`src/rtl/uart_pkg.sv`:
```
// rtl/uart_pkg.sv - shared UART types and constants
package uart_pkg;

   // Transmit FSM states
   typedef enum logic [2:0] {
      IDLE,
      START,
      DATA,
      PARITY,
      STOP
   } tx_state_t;

   // Parity sense selection
   localparam logic PARITY_EVEN = 1'b0;
   localparam logic PARITY_ODD  = 1'b1;

   // baud_sel encodings shared with baud_sel_gen and the receiver
   localparam logic [1:0] BAUD_9600  = 2'b00;
   localparam logic [1:0] BAUD_19200 = 2'b01;
   localparam logic [1:0] BAUD_38400 = 2'b10;
   localparam logic [1:0] BAUD_57600 = 2'b11;

endpackage

```
`src/rtl/uart_tx.sv`:
```
// rtl/uart_tx.sv - UART serial transmitter, one bit per baud tick
module uart_tx #(
   parameter int DATA_BITS  = 8,
   parameter int PARITY_EN  = 0,
   parameter int PARITY_ODD = 0,
   parameter int STOP_BITS  = 1
) (
   input  logic                 clk,
   input  logic                 rst,
   input  logic                 baud,
   input  logic [DATA_BITS-1:0] tx_data,
   input  logic                 tx_valid,
   output logic                 tx_ready,
   output logic                 enable_baud,
   output logic                 tx_busy,
   output logic                 tx
);
   import uart_pkg::*;

   localparam int CW = $clog2(DATA_BITS);
   localparam logic [CW-1:0] LAST_BIT = CW'(DATA_BITS - 1);
   localparam logic PAR_SENSE = (PARITY_ODD != 0) ? uart_pkg::PARITY_ODD : PARITY_EVEN;

   tx_state_t            state, state_n;
   logic [DATA_BITS-1:0] shift, shift_n;
   logic [CW-1:0]        cnt, cnt_n;
   logic                 parity, parity_n;
   logic                 stop_second, stop_second_n;
   logic                 tx_n;

   assign tx_ready = (state == IDLE);

   // State, datapath and registered line outputs; reset forces the line idle at once
   always_ff @(posedge clk or posedge rst) begin
      if (rst) begin
         state       <= IDLE;
         shift       <= '0;
         cnt         <= '0;
         parity      <= 1'b0;
         stop_second <= 1'b0;
         tx          <= 1'b1;
         enable_baud <= 1'b0;
         tx_busy     <= 1'b0;
      end else begin
         state       <= state_n;
         shift       <= shift_n;
         cnt         <= cnt_n;
         parity      <= parity_n;
         stop_second <= stop_second_n;
         tx          <= tx_n;
         enable_baud <= (state_n != IDLE);
         tx_busy     <= (state_n != IDLE);
      end
   end

   // Next-state logic; every move out of a frame state waits for a baud tick
   always_comb begin
      state_n       = state;
      shift_n       = shift;
      cnt_n         = cnt;
      parity_n      = parity;
      stop_second_n = stop_second;
      case (state)
         IDLE: begin
            if (tx_valid) begin
               shift_n       = tx_data;
               parity_n      = (^tx_data) ^ PAR_SENSE;
               cnt_n         = '0;
               stop_second_n = 1'b0;
               state_n       = START;
            end
         end
         START: begin
            if (baud) state_n = DATA;
         end
         DATA: begin
            if (baud) begin
               shift_n = shift >> 1;
               if (cnt == LAST_BIT) begin
                  state_n = (PARITY_EN != 0) ? PARITY : STOP;
               end else begin
                  cnt_n = cnt + 1'b1;
               end
            end
         end
         PARITY: begin
            if (baud) state_n = STOP;
         end
         STOP: begin
            if (baud) begin
               if (STOP_BITS == 2 && !stop_second) begin
                  stop_second_n = 1'b1;
               end else begin
                  state_n = IDLE;
               end
            end
         end
         default: state_n = IDLE;
      endcase
   end

   // Line level for the state being entered, so tx changes with the state register
   always_comb begin
      tx_n = 1'b1;
      case (state_n)
         IDLE:    tx_n = 1'b1;
         START:   tx_n = 1'b0;
         DATA:    tx_n = shift_n[0];
         PARITY:  tx_n = parity_n;
         STOP:    tx_n = 1'b1;
         default: tx_n = 1'b1;
      endcase
   end

endmodule

```
`config.mk`:
```
export PLATFORM = sky130hd
export DESIGN_NAME = uart_tx
export DESIGN_NICKNAME = d
export VERILOG_FILES = /design/src/rtl/uart_pkg.sv /design/src/rtl/uart_tx.sv
export SDC_FILE = /design/constraint.sdc
export NUM_CORES = 1
export LEC_CHECK = 0
export ABC_AREA = 1
export CAP_MARGIN = 10
export CORE_MARGIN = 1.5
export CORE_UTILIZATION = 29
export DETAILED_ROUTE_END_ITERATION = 8
export HOLD_SLACK_MARGIN = 0.02
export PLACE_DENSITY = 0.51
export SYNTH_ARGS = -nofsm -noshare
export SYNTH_HDL_FRONTEND = slang
export SYNTH_SLANG_ARGS = --single-unit
```
`constraint.sdc`:
```
create_clock -name clk -period 3.9 [get_ports clk]
set_clock_uncertainty 0.05 [all_clocks]
set_input_delay 0.78 -clock clk [delete_from_list [all_inputs] [get_ports clk]]
set_output_delay 0.78 -clock clk [all_outputs]
set_load 0.01 [all_outputs]
```
After elaboration in Yosys (flattened, before gate mapping):

Cells that the tools add are included.

* memory bits (read-only): 0
* bits in latches: 0
* input port bits: 12
* flip-flop bits (word level): 17
* output and inout bits: 4
* memories kept: 0
* memory bits (writable): 0
* logic and storage cells: 42

* div/mod/pow operators: 0
* magnitude comparators: 0
* shifts and indexed selects: 0
* bitwise operators: 0
* reductions and logical operators: 6
* equality and inequality tests: 11
* multiplexer cells: 17
* add/sub/neg operators: 1
* multipliers: 0

Operators by type and width (number)
* 2-to-1 mux 3 bit: 9
* 2-to-1 mux 8 bit: 2
* one-hot mux 8 bit (2 select lines): 1
* one-hot mux 3 bit (5 select lines): 1
* == test 3 x 2 -> 1 bit (second input constant): 4
* XOR reduction 8 bit: 1
* == test 3 x 1 -> 1 bit (second input constant): 2
* == test 3 bit (second input constant): 2
* inequality test 2 bit (second input constant): 3
* one-hot mux 3 bit (2 select lines): 1
* AND reduction 4 bit: 1
* adder 3 x 1 -> 3 bit (second input constant): 1
* logical NOT 3 bit: 1
* one-hot mux 1 bit (3 select lines): 1
* AND reduction 3 bit: 1
* nonzero test 3 bit: 1
* 2-to-1 mux 1 bit: 2
* nonzero test 2 bit: 1

Logic depth before layout (Yosys ltp):

* depth in word-level cells: 6
* mapped depth: 10
* gate-level depth less buffers: 10

Worst setup path after synthesis:

Ideal clock, no wire load.

* path type: register to output
* start point: reg state[0]
* end point: out tx_ready
* data arrival time: 731 ps
* data required time: 3070 ps
* path buffers: 0
* stages on the path, launching flop included: 4
* slack: 2339 ps
* cells stage by stage: dfrtp_1 -> inv_2 -> nand2_4 -> nor2_1

* longest elaborated chain between the ends: 1

Ends and longest elaborated chain
* start, declared: line uart_tx.sv:24 `tx_state_t state, state_n;`
* start signal, assigned: line uart_tx.sv:45 `state <= state_n;`
* logical NOT 3 bit: line uart_tx.sv:31 `assign tx_ready = (state == IDLE);`
* end, declared: line uart_tx.sv:13 `output logic tx_ready,`

Every way passes these cells.

Worst setup path in the final report:

Ends and elaborated chain as after synthesis.

==> impl_metrics.py <==
metrics = {
    "floorplan": {
        "die_y_um": 63.6,
        "core_area_mm2": 0.00342,
        "die_area_mm2": 0.00404,
        "num_rows": 21,
        "start_util_pct": 31.1,
        "ioPinCount": 16,
        "die_w_um": 63.6,
    },
    "synthesis": {
        "synth_area_mm2": 0.00106,
        "syn_nets": 153,
        "yosys_warnings": 0,
        "synth.avg_cell_area_um2": 7.65,
        "synth_top_area_cell": "dfrtp_1",
        "yosysSeqAreaShare_pct": 40.1,
        "synth_top_area_share_pct": 37.6,
        "syn_inst": 139,
        "synth_seq_cells": 17,
        "ys_types": 25,
        "synth.area.top_cells": "dfrtp_1, nand2_1, nand3_1, inv_1, o211ai_1",
    },
    "clocking": {
        "clk_pin_slew_ns": 0.09,
        "clock_latency_ns": 0.28,
        "numCtsBuffers": 3,
        "cts_tree": "built",
        "clk_path_buf_depth": 2,
        "htreeDepth": 1,
        "hold_buffers": 0,
        "cts.repair.resized": 0,
        "post_cts_buffers": 0,
        "cts_num_sinks": 17,
        "cts-root-buf": "clkbuf_4",
    },
    "power": {
        "p_sw_uw": 308,
        "power_frac_comb_pct": 47.6,
        "p_sw_share_pct": 40.5,
        "seqPwrFrac_pct": 40.8,
        "powerDensity_mw_per_mm2": 601,
        "clkPwrFrac_pct": 11.6,
        "total_power_uw": 759,
        "vdd_drop_max_uv": 152,
        "p_leak_nw": 0.616,
        "p_int_uw": 451,
    },
    "sta": {
        "period_needed_ns": 2.40,
        "tns_ns": 0,
        "worstMarginPinSlew_ns": 0.631,
        "hold_violations": 0,
        "rsz0062_at_grt": "false",
        "clock.fmax_mhz": 416,
        "finalWorstSetupSlack_ns": 1.50,
        "fin_crit_sh_pct": 61.6,
        "drv_slew": 0,
        "slew_headroom_pct": 57.9,
        "setup_violations": 0,
    },
    "setup_path": {
        "critPathMaxStageDelay_ns": 0.55,
        "path_cells": "inv_2, nand2_4, nor2_1, clkdlybuf4s50_1",
        "cp_top_family": "buffers and inverters",
        "path_buf_inv": 2,
        "cp-end-kind": "output pin",
        "cp.arrival_ns": 1.57,
        "startpoint_type": "flop",
        "crit_fanout": 6,
        "slowest_stage": "clkdlybuf4s50_1",
        "required_ns": 3.07,
        "worstSetupPathType": "flop to output pin",
    },
    "detailed_routing": {
        "wl_per_cell_um": 10.0,
        "wl_mm": 2.00,
        "firstDrtPassIters": 4,
        "antenna_left": 0,
        "vias": 913,
        "via_per_inst": 4.57,
        "drcViolationCount": 0,
        "drt_iter0_drc": 42,
    },
    "global_routing": {
        "grt_pass1_vias": 917,
        "grt_use_met1_pct": 15.4,
        "grt_util_all_layers_pct": 11.6,
        "grt_overflow": 0,
        "antenna_found_initial": 0,
        "grt_pass1_wl_mm": 3.74,
        "grt_max_degree": 18,
        "grt_busiest_layer": "met2",
        "globalRouteMet3Util_pct": 1.61,
        "grt_use_met2_pct": 18.2,
    },
    "final_layout": {
        "fillers": 376,
        "final_cells": 200,
        "drive_above_1_share_pct": 11.0,
        "n_antenna_cell": 0,
        "postLayoutCellArea_mm2": 0.00126,
        "multi_input_area_um2": 527,
        "syn2layout_area_growth_pct": 18.7,
        "nets": 169,
        "seqCellArea_um2": 427,
    },
    "outcome": {
        "run_status": "complete, no violations",
    },
    "job": {
        "drv.max_cap_violation_count": 0,
    },
    "worst_hold_path": {
        "min_path_type": "flop to flop",
    },
    "placement": {
        "io_buffers": 15,
        "pre_cts_slack_ns": 1.41,
        "dp.cells": 196,
        "dpl.hpwl_mm": 1.61,
        "placed_area_mm2": 0.00124,
        "place.gp.congestion": 0.878,
    },
}
stage by stage:
step / utilization [%] / hold slack [ns]
global placement: 36.2 / 0.437
global route: 37.0 / 0.510
detailed placement: 36.2 / 0.435
floorplan: - / 0.404
CTS: 37.0 / 0.458
finish: 37.0 / 0.457
placed cells by master, fill, tap and decap left out, types with 2 or more instances in the layout:
cell type,synthesis,final
o21ai_0,3,3
nand3_1,15,15
clkdlybuf4s50_1,0,15
clkbuf_4,0,3
inv_1,16,16
nand2_4,2,2
inv_2,4,4
nor2_1,4,4
nand2_1,51,51
nand4_1,5,5
dfrtp_1,16,16
ha_1,2,2
o211ai_1,6,6
final cells by class:
cell class | instances | share of cell area (%)
flip-flops and latches | 17 | 33.8
well taps | 46 | 4.56
multi-input cells | 98 | 41.7
inverters | 20 | 5.95
clock buffers | 4 | 2.08
repair buffers | 15 | 11.9
sequential cells by signal, indices dropped and copies added (netlist names):
name	flops
cnt	3
tx	1
shift	8
tx_busy	1
parity	1
state	3
power groups by stage:
stage,combinational (mW),clock (mW),sequential (mW)
global placement,0.359,0,0.313
detailed placement,0.366,0,0.313
floorplan,0.298,0,0.295
global route,0.412,0.105,0.320
finish,0.361,0.0880,0.309
CTS,0.367,0.0947,0.309
worst reg2reg max path: stages (launching register included):
cell and delay (ns):
dfrtp_1 0.62, inv_2 0.12, nor2_4 0.27, nand2_1 0.11, nand3_1 0.12, nor2_2 0.07, a21oi_2 0.10, nand2_1 0.06
kinds of logic after synthesis:
kind of cell	share of synthesized area, %
flops	40.1
compound gates	11.9
buf+inv	10.4
simple gates	35.3
fa+ha+maj	2.35
final timing paths:
| kind | start | to | slack, ns | cells after the start |
|---|---|---|---|---|
| max | state[0] | tx_ready | 1.50 | 4 |
| min | shift[4] | shift[4] | 0.46 | 2 |
| max reg2reg | state[1] | tx | 2.34 | 7 |
| min reg2reg | shift[4] | shift[4] | 0.46 | 2 |
| max in group asynchronous | rst | tx_busy | 2.57 | 2 |
| min in group asynchronous | rst | cnt[1] | 0.83 | 2 |
synth_stat cells, drive strengths merged:
master and instances:
o21ai 4, or2 1, nor3 1, buf 4
o211ai 7, dfrtp 16, nor2 6, inv 20
ha 2, dfstp 1, a21boi 1, nand3 15
a21oi 2, o21a 1, nand2 53, nand4 5
layer usage:
layer  part of all wire [%]  wire, um
met1                     50      1000
met4                    1.5        29
met2                     45       902
met5                      0         0
met3                    3.2        63
No activity file was read; power rests on OpenSTA's default activity.
